<file path="src/rtl/arb_types.sv">
// Shared types for the memory port arbiter: FSM state and grant encodings.
package arb_types;

  typedef enum logic [1:0] {
    IDLE    = 2'd0,
    SERVE_I = 2'd1,
    SERVE_D = 2'd2,
    RESPOND = 2'd3
  } arb_state_t;

  typedef enum logic {
    GRANT_I = 1'b0,
    GRANT_D = 1'b1
  } arb_grant_t;

  // Returns the side opposite to the one given.
  function automatic arb_grant_t other_side(input arb_grant_t g);
    arb_grant_t r;
    case (g)
      GRANT_I: r = GRANT_D;
      GRANT_D: r = GRANT_I;
      default: r = GRANT_D;
    endcase
    return r;
  endfunction

endpackage

</file>
<file path="src/rtl/arb_select.sv">
// Combinational grant selection. When both sides request, the side opposite
// to last_grant wins; tying last_grant to GRANT_I gives fixed data priority.
module arb_select
  import arb_types::*;
(
  input  logic       i_req,
  input  logic       d_req,
  input  arb_grant_t last_grant,
  output arb_grant_t grant
);

  // Pick the winning side for this IDLE cycle.
  always_comb begin
    grant = GRANT_I;
    if (i_req && d_req) begin
      grant = other_side(last_grant);
    end else if (d_req) begin
      grant = GRANT_D;
    end else begin
      grant = GRANT_I;
    end
  end

endmodule

</file>
<file path="src/rtl/mem_port_arbiter.sv">
// Arbitrates an instruction port and a data port onto one shared memory port.
// Optional macro ARB_ROUND_ROBIN_EN: alternate grants when both sides request;
// without it the data side always wins a tie.
module mem_port_arbiter
  import arb_types::*;
#(
  parameter int DATA_W = 32
) (
  input  logic              clk,
  input  logic              rst_n,
  input  logic              i_read,
  input  logic [DATA_W-1:0] i_addr,
  output logic [DATA_W-1:0] i_rdata,
  output logic              i_resp,
  input  logic              d_read,
  input  logic              d_write,
  input  logic [DATA_W-1:0] d_addr,
  input  logic [DATA_W-1:0] d_wdata,
  input  logic [3:0]        d_wmask,
  output logic [DATA_W-1:0] d_rdata,
  output logic              d_resp,
  output logic              mem_read,
  output logic              mem_write,
  output logic [DATA_W-1:0] mem_addr,
  output logic [DATA_W-1:0] mem_wdata,
  output logic [3:0]        mem_wmask,
  input  logic [DATA_W-1:0] mem_rdata,
  input  logic              mem_resp
);

  arb_state_t        state_q, state_d;
  logic [DATA_W-1:0] addr_q, addr_d;
  logic [DATA_W-1:0] wdata_q, wdata_d;
  logic [3:0]        wmask_q, wmask_d;
  logic              mem_read_q, mem_read_d;
  logic              mem_write_q, mem_write_d;
  logic [DATA_W-1:0] i_rdata_q, i_rdata_d;
  logic [DATA_W-1:0] d_rdata_q, d_rdata_d;
  logic              i_resp_q, i_resp_d;
  logic              d_resp_q, d_resp_d;

  logic              i_req_s;
  logic              d_req_s;
  arb_grant_t        last_grant_s;
  arb_grant_t        sel_grant_s;

  assign i_req_s = i_read;
  assign d_req_s = d_read | d_write;

  arb_select u_arb_select (
    .i_req      (i_req_s),
    .d_req      (d_req_s),
    .last_grant (last_grant_s),
    .grant      (sel_grant_s)
  );

`ifdef ARB_ROUND_ROBIN_EN
  arb_grant_t last_grant_q, last_grant_d;

  // Remember which side won the most recent arbitration.
  always_comb begin
    last_grant_d = last_grant_q;
    if ((state_q == IDLE) && (i_req_s || d_req_s)) begin
      last_grant_d = sel_grant_s;
    end else begin
      last_grant_d = last_grant_q;
    end
  end

  // Last-grant flag register; resets to the instruction side.
  always_ff @(posedge clk or negedge rst_n) begin
    if (!rst_n) begin
      last_grant_q <= GRANT_I;
    end else begin
      last_grant_q <= last_grant_d;
    end
  end

  assign last_grant_s = last_grant_q;
`else
  // Constant GRANT_I makes a tie always resolve to the data side.
  assign last_grant_s = GRANT_I;
`endif

  // Next-state and datapath next values for the arbiter FSM.
  always_comb begin
    state_d     = state_q;
    addr_d      = addr_q;
    wdata_d     = wdata_q;
    wmask_d     = wmask_q;
    mem_read_d  = mem_read_q;
    mem_write_d = mem_write_q;
    i_rdata_d   = i_rdata_q;
    d_rdata_d   = d_rdata_q;
    i_resp_d    = 1'b0;
    d_resp_d    = 1'b0;
    case (state_q)
      IDLE: begin
        if (i_req_s || d_req_s) begin
          if (sel_grant_s == GRANT_D) begin
            state_d     = SERVE_D;
            addr_d      = d_addr;
            wdata_d     = d_wdata;
            wmask_d     = d_wmask;
            mem_write_d = d_write;
            mem_read_d  = d_read & ~d_write;
          end else begin
            state_d     = SERVE_I;
            addr_d      = i_addr;
            wdata_d     = {DATA_W{1'b0}};
            wmask_d     = 4'h0;
            mem_write_d = 1'b0;
            mem_read_d  = 1'b1;
          end
        end else begin
          state_d = IDLE;
        end
      end
      SERVE_I: begin
        if (mem_resp) begin
          state_d     = RESPOND;
          i_rdata_d   = mem_rdata;
          i_resp_d    = 1'b1;
          mem_read_d  = 1'b0;
          mem_write_d = 1'b0;
        end else begin
          state_d = SERVE_I;
        end
      end
      SERVE_D: begin
        if (mem_resp) begin
          state_d     = RESPOND;
          d_resp_d    = 1'b1;
          mem_read_d  = 1'b0;
          mem_write_d = 1'b0;
          if (mem_read_q) begin
            d_rdata_d = mem_rdata;
          end else begin
            d_rdata_d = d_rdata_q;
          end
        end else begin
          state_d = SERVE_D;
        end
      end
      RESPOND: begin
        state_d = IDLE;
      end
      default: begin
        state_d     = IDLE;
        mem_read_d  = 1'b0;
        mem_write_d = 1'b0;
      end
    endcase
  end

  // State, request latches and output registers.
  always_ff @(posedge clk or negedge rst_n) begin
    if (!rst_n) begin
      state_q     <= IDLE;
      addr_q      <= {DATA_W{1'b0}};
      wdata_q     <= {DATA_W{1'b0}};
      wmask_q     <= 4'h0;
      mem_read_q  <= 1'b0;
      mem_write_q <= 1'b0;
      i_rdata_q   <= {DATA_W{1'b0}};
      d_rdata_q   <= {DATA_W{1'b0}};
      i_resp_q    <= 1'b0;
      d_resp_q    <= 1'b0;
    end else begin
      state_q     <= state_d;
      addr_q      <= addr_d;
      wdata_q     <= wdata_d;
      wmask_q     <= wmask_d;
      mem_read_q  <= mem_read_d;
      mem_write_q <= mem_write_d;
      i_rdata_q   <= i_rdata_d;
      d_rdata_q   <= d_rdata_d;
      i_resp_q    <= i_resp_d;
      d_resp_q    <= d_resp_d;
    end
  end

  assign mem_read  = mem_read_q;
  assign mem_write = mem_write_q;
  assign mem_addr  = addr_q;
  assign mem_wdata = wdata_q;
  assign mem_wmask = wmask_q;
  assign i_rdata   = i_rdata_q;
  assign d_rdata   = d_rdata_q;
  assign i_resp    = i_resp_q;
  assign d_resp    = d_resp_q;

endmodule
</file>
<file path="config.mk">
export PLATFORM = sky130hd
export DESIGN_NAME = mem_port_arbiter
export DESIGN_NICKNAME = d
export VERILOG_FILES = /design/src/rtl/arb_types.sv /design/src/rtl/arb_select.sv /design/src/rtl/mem_port_arbiter.sv
export SDC_FILE = /design/constraint.sdc
export NUM_CORES = 1
export LEC_CHECK = 0
export CORE_MARGIN = 5
export CORE_UTILIZATION = 38
export DETAILED_ROUTE_END_ITERATION = 10
export HOLD_SLACK_MARGIN = 0.02
export PLACE_DENSITY = 0.77
export SETUP_SLACK_MARGIN = 0.1
export SLEW_MARGIN = 10
export SYNTH_ARGS = -nofsm -noshare
export SYNTH_HDL_FRONTEND = slang
export SYNTH_SLANG_ARGS = --single-unit
</file>
<file path="constraint.sdc">
create_clock -name clk -period 2.1 [get_ports clk]
set_clock_uncertainty 0.15 [all_clocks]
set_input_delay 0.525 -clock clk [delete_from_list [all_inputs] [get_ports clk]]
set_output_delay 0.525 -clock clk [all_outputs]
set_load 0.1 [all_outputs]
</file>
Word-level counts from Yosys, hierarchy flattened. Index checks and enable logic that the tools add are counted.

Register bits after elaboration: 138. Bits of input ports: 138. Word-level logic and storage cells: 47. Output and inout port bits: 136.

Reductions and logical operators: 9. Bitwise gates (word level): 3. Muxes and demuxes: 20. Eq/ne operators: 5.

Operators by type and width (number): 2-to-1 mux 32 bit (2); 2-to-1 mux 1 bit (11); one-hot mux 2 bit (4 select lines) (1); 2-to-1 mux 2 bit (3); AND reduction 3 bit (2); == test 2 bit (second input constant) (2); 2-to-1 mux 4 bit (1); one-hot mux 1 bit (2 select lines) (2); AND reduction 2 bit (2); == test 2 x 1 -> 1 bit (second input constant) (1); logical NOT 2 bit (1); != test 2 x 1 -> 1 bit (second input constant) (1); != test 2 bit (second input constant) (1); nonzero test 2 bit (1); OR reduction 2 bit (1); AND 1 bit (1); logical AND 1 bit (1); logical OR 1 bit (1); NOT 1 bit (1); OR 1 bit (1).

Longest topological paths before layout.
Depth after elaboration: 6. Depth in mapped cells: 7. Mapped depth without buffers: 5.

Modules after synthesis. A second synthesis with hierarchy kept.

Cell total of the unflattened synthesis: 463. Area total of the unflattened synthesis: 5579.1 µm².

By module, submodules not included: mem_port_arbiter (instances 1, sequential area each 3453.3 µm², cells each 462, area each 5567.8 µm²); arb_select (instances 1, sequential area each 0.0 µm², cells each 1, area each 11.3 µm²).

Worst setup path before layout. No wires, ideal clock.

Path type: register -> register. Start point: register mem_read_q, in the netlist mem_read. End point: register d_rdata_q[10], in the netlist d_rdata[10]. Clock period less this slack: 1949 ps. Stages on the path, launching flop included: 4. Setup slack: 151 ps. Path buffers: 1. Arrival: 1673 ps. Required time: 1824 ps. Setup time: 126 ps. Path through: dfrtp_1 nand2_1 buf_2 mux2_2.

Longest elaborated chain between the ends: 1.

RTL lines: start: declaration (line mem_port_arbiter.sv:35) `logic mem_read_q, mem_read_d;`; start signal: assignment (line mem_port_arbiter.sv:174) `mem_read_q <= mem_read_d;`; AND reduction 3 bit (no source line); end signal: assignment (line mem_port_arbiter.sv:166) `d_rdata_q <= {DATA_W{1'b0}};`; end signal: assignment (line mem_port_arbiter.sv:177) `d_rdata_q <= d_rdata_d;`; end: declaration (line mem_port_arbiter.sv:38) `logic [DATA_W-1:0] d_rdata_q, d_rdata_d;`.

Every way passes these cells. A chain may end at the register's enable or synchronous reset.

Final worst setup path.
Start point: register state_q[0]. End point: register d_rdata_q[16], in the netlist d_rdata[16].

Longest elaborated chain between the ends: 2.

RTL lines: start: declaration (line mem_port_arbiter.sv:31) `arb_state_t state_q, state_d;`; start signal: assignment (line mem_port_arbiter.sv:170) `state_q <= state_d;`; == test 2 bit (line mem_port_arbiter.sv:97) `case (state_q)`; AND reduction 3 bit (no source line).

Every way passes these cells.

==> flow_results.xml <==
<?xml version="1.0" encoding="UTF-8"?>
<metrics>
  <group name="cells_and_area">
    <metric name="final_layout_size_suffix_gt1_share" unit="%">38.3</metric>
    <metric name="layout.core_utilization" unit="%">75.9</metric>
    <metric name="number_of_inserted_filler_cells_in_the_final_layout" unit="">807</metric>
    <metric name="count_of_antenna_diodes_in_the_layout" unit="">0</metric>
    <metric name="area_delta_synth_final" unit="%">95.4</metric>
    <metric name="nets" unit="">825</metric>
  </group>
  <group name="route">
    <metric name="drt_iter0_drc" unit="">136</metric>
    <metric name="routed_wirelength" unit="mm">16.3</metric>
    <metric name="routed-via-count" unit="">4246</metric>
    <metric name="post-route-drc-count" unit="">0</metric>
    <metric name="average_detailed_routed_wire_length_per_instance" unit="um">18.7</metric>
    <metric name="drt-vias-per-instance" unit="">4.85</metric>
    <metric name="route.antenna.remaining_nets" unit="">0</metric>
    <metric name="pre_repair_dr_iteration_count" unit="">4</metric>
  </group>
  <group name="clock_tree">
    <metric name="tritoncts.num_buffers" unit="">17</metric>
    <metric name="clk_pin_slew_worst_paths" unit="ns">0.06</metric>
    <metric name="cts_tree" unit="">built</metric>
    <metric name="ctsResizeCount" unit="">0</metric>
    <metric name="clk-insertion-delay-late" unit="ns">0.41</metric>
    <metric name="clockBufferDepth" unit="">2</metric>
    <metric name="cts-root-buf" unit="">sky130_fd_sc_hd__clkbuf_16</metric>
    <metric name="clock_sinks" unit="">138</metric>
    <metric name="clock_tree.htree_level_count" unit="">4</metric>
    <metric name="cts_setup_buffers" unit="">0</metric>
  </group>
  <group name="synth">
    <metric name="synth_sequential_area_ratio" unit="%">63.8</metric>
    <metric name="yosysMostFrequentCell" unit="">sky130_fd_sc_hd__dfrtp_1</metric>
    <metric name="netlist_area" unit="mm2">0.00541</metric>
    <metric name="yosysTopAreaCell" unit="">sky130_fd_sc_hd__dfrtp_1</metric>
    <metric name="synth.distinct_cells" unit="">23</metric>
    <metric name="synth_top_cell_area_share" unit="%">63.8</metric>
    <metric name="synth_edf_count" unit="">0</metric>
    <metric name="synth.avg_cell_area" unit="um2">14.1</metric>
    <metric name="yosys-top-cells-area" unit="">sky130_fd_sc_hd__dfrtp_1 64%, sky130_fd_sc_hd__mux2_2 13%, sky130_fd_sc_hd__a22o_1 6.0%</metric>
    <metric name="synth.top_cells.by_count" unit="">138 x sky130_fd_sc_hd__dfrtp_1, 64 x sky130_fd_sc_hd__mux2_2, 37 x sky130_fd_sc_hd__a22o_1</metric>
    <metric name="net_count_of_the_mapped_netlist" unit="">527</metric>
    <metric name="synth_seq_cells" unit="">138</metric>
    <metric name="yosysWarningCount" unit="">0</metric>
    <metric name="netlist_instances" unit="">384</metric>
    <metric name="synth_flop_cell" unit="">sky130_fd_sc_hd__dfrtp_1</metric>
    <metric name="synth_async_sr_flop_share" unit="%">100</metric>
  </group>
  <group name="global_route">
    <metric name="overall_track_demand_over_capacity_in_global_routing" unit="%">19.8</metric>
    <metric name="global_route_wire_length_before_repair" unit="mm">25.2</metric>
    <metric name="antenna_found_initial" unit="">0</metric>
    <metric name="via_count_of_the_first_global_routing_pass" unit="">4763</metric>
    <metric name="grt_start_max_net_pins" unit="">49</metric>
    <metric name="grt-ovfl-total" unit="">0</metric>
  </group>
  <group name="die">
    <metric name="design.portCount" unit="">274</metric>
    <metric name="fp.dieArea" unit="mm2">0.0167</metric>
    <metric name="core_area" unit="mm2">0.0139</metric>
    <metric name="floorplan.die.width" unit="um">129</metric>
    <metric name="start_util" unit="%">38.8</metric>
    <metric name="std_cell_rows" unit="">43</metric>
    <metric name="die_y" unit="um">129</metric>
  </group>
  <group name="worst_setup_path">
    <metric name="cpPeakStageDelay" unit="ns">0.38</metric>
    <metric name="ff2ff_setup_slack" unit="ns">0.25</metric>
    <metric name="cp-start-kind" unit="">flip-flop</metric>
    <metric name="timing_worst_setup_path_type" unit="">reg -&gt; reg</metric>
    <metric name="path_cells" unit="">inv_1 &gt; ha_1 &gt; and2_1 &gt; nand2_1 &gt; buf_12 &gt; mux2_2</metric>
    <metric name="cp_slowest_cell" unit="">sky130_fd_sc_hd__dfrtp_1</metric>
    <metric name="critical_path_buf_inv_count" unit="">2</metric>
    <metric name="timing.critical_path.max_delay_family" unit="">flip-flops</metric>
    <metric name="setup.worst_path.end_class" unit="">flip-flop</metric>
    <metric name="crit_fanout" unit="">18</metric>
    <metric name="critical_path_required" unit="ns">2.24</metric>
    <metric name="worst_ep_arrival_time" unit="ns">1.99</metric>
  </group>
  <group name="min_path">
    <metric name="hp-class" unit="">in -&gt; async</metric>
  </group>
  <group name="placement">
    <metric name="globalplace.congestion" unit="">0.818</metric>
    <metric name="dpl.hpwl" unit="mm">13.2</metric>
    <metric name="worst_setup_slack_after_placement" unit="ns">-0.0804</metric>
    <metric name="portBuffers" unit="">273</metric>
  </group>
  <group name="timing">
    <metric name="timing.hold.ws" unit="ns">0.368</metric>
    <metric name="final_max_slew_viol_count" unit="">0</metric>
    <metric name="period_minus_slack" unit="ns">1.85</metric>
    <metric name="min_period_over_period" unit="%">88.2</metric>
    <metric name="rsz0062_at_grt" unit="">no</metric>
    <metric name="final.setup.worst_slack" unit="ns">0.248</metric>
    <metric name="relative_slew_margins" unit="%">75.8</metric>
    <metric name="max_clock_freq" unit="GHz">0.540</metric>
    <metric name="timing_worst_slew_pin_value" unit="ns">0.358</metric>
    <metric name="finalHoldViolCount" unit="">0</metric>
    <metric name="report.final.setup_viol" unit="">0</metric>
  </group>
  <group name="outcome">
    <metric name="run_status" unit="">finished, final reports clean</metric>
  </group>
  <group name="flow_run">
    <metric name="drv_cap" unit="">0</metric>
  </group>
</metrics>
## logic make-up (layout without fill, tap and decap cells)
kind of cell | count (synthesis) | count (layout) | share of synthesized area [%]
muxes | 96 | 96 | 19.2
and+or+nand+nor | 43 | 43 | 3.44
buffers and inverters | 28 | 339 | 2.54
adders and majority gates | 5 | 5 | 1.16
AOI/OAI and AO/OA | 74 | 74 | 9.82
DFF | 138 | 138 | 63.8
## area by class of cell
class	instances	area, um2	share of cell area (%)
Tap cell	180	225	2.13
Timing Repair Buffer	304	4470	42.2
Inverter	3	11.3	0.106
Clock inverter	13	143	1.35
Sequential cell	138	3450	32.6
Clock buffer	19	453	4.28
Multi-Input combinational cell	218	1820	17.2
## path summary, 6_finish.rpt
kind / from / endpoint / depth (start not counted)
setup / recovery: state_q[0]$_DFF_PN0_ / d_rdata[16]$_DFFE_PN0P_ / 6
hold / removal: rst_n / mem_wdata[14]$_DFFE_PN0P_ / 2
max in group asynchronous: rst_n / i_resp$_DFF_PN0_ / 3
min in group clk: mem_addr[13]$_DFFE_PN0P_ / mem_addr[13]$_DFFE_PN0P_ / 2
hold reg to reg: mem_addr[13]$_DFFE_PN0P_ / mem_addr[13]$_DFFE_PN0P_ / 2
setup reg to reg: state_q[0]$_DFF_PN0_ / d_rdata[16]$_DFFE_PN0P_ / 6
## registers in the layout (all words and copies together) (netlist names)
register	flops
mem_addr	32
mem_write	1
mem_read	1
i_resp	1
mem_wdata	32
d_rdata	32
i_rdata	32
d_resp	1
mem_wmask	4
state_q	2
## worst register-to-register path: cells and delay by family, from the launching register on
kind	cells	cell delay [ns]
adders and majority gates	1	0.21
buffers and inverters	2	0.29
DFF	1	0.38
muxes	1	0.36
and+or+nand+nor	2	0.34
## per-layer routing
| layer | share of wire (%) | track usage [%] | vias up |
|---|---|---|---|
| met5 | 0 | 0 | - |
| met4 | 1.5 | 6.42 | 0 |
| met3 | 8.5 | 6.97 | 17 |
| met2 | 54 | 36.5 | 190 |
| met1 | 36 | 21.0 | 2069 |
| li1 | - | - | 1970 |
## placed cells by master (no fill, tap or decap)
cell / n
sky130_fd_sc_hd__a21oi_1: 1
sky130_fd_sc_hd__inv_6: 2
sky130_fd_sc_hd__nor2_4: 1
sky130_fd_sc_hd__nor4_1: 1
sky130_fd_sc_hd__clkinv_2: 2
sky130_fd_sc_hd__bufinv_16: 2
sky130_fd_sc_hd__nor2b_2: 1
sky130_fd_sc_hd__dlygate4sd3_1: 1
sky130_fd_sc_hd__ha_1: 5
sky130_fd_sc_hd__inv_1: 3
sky130_fd_sc_hd__o21ai_0: 33
sky130_fd_sc_hd__a22o_1: 37
sky130_fd_sc_hd__o31ai_4: 1
sky130_fd_sc_hd__nor4b_1: 1
sky130_fd_sc_hd__and2_1: 2
sky130_fd_sc_hd__mux2_2: 64
sky130_fd_sc_hd__nor2_1: 2
sky130_fd_sc_hd__buf_6: 1
sky130_fd_sc_hd__clkbuf_8: 2
sky130_fd_sc_hd__dfrtp_1: 138
sky130_fd_sc_hd__clkdlybuf4s50_1: 136
sky130_fd_sc_hd__clkbuf_16: 17
sky130_fd_sc_hd__nand2_1: 33
sky130_fd_sc_hd__buf_4: 19
sky130_fd_sc_hd__nand3_1: 1
sky130_fd_sc_hd__clkinvlp_4: 5
sky130_fd_sc_hd__a211o_1: 1
sky130_fd_sc_hd__nor3_1: 1
sky130_fd_sc_hd__buf_12: 147
sky130_fd_sc_hd__mux2i_1: 32
sky130_fd_sc_hd__a21o_1: 1
sky130_fd_sc_hd__clkinv_4: 2
## stage by stage
stage,instances,area [um2],setup TNS [ns]
after floorplan,384,5410,0
after global placement,842,9970,-0.867
after detailed placement,842,9970,-3.02
after CTS,875,10600,0
after global routing,875,10600,0
final,875,10600,0
## timing repair
action | in CTS | in global routing
hold buffers | 1 | 0
hold endpoints to repair | 18 | 0
endpoints found under the setup margin | 0 | 0
Power is left out: the tool's default activity adds up to more than one toggle a clock period on the data nets, which glitch-free logic cannot reach.
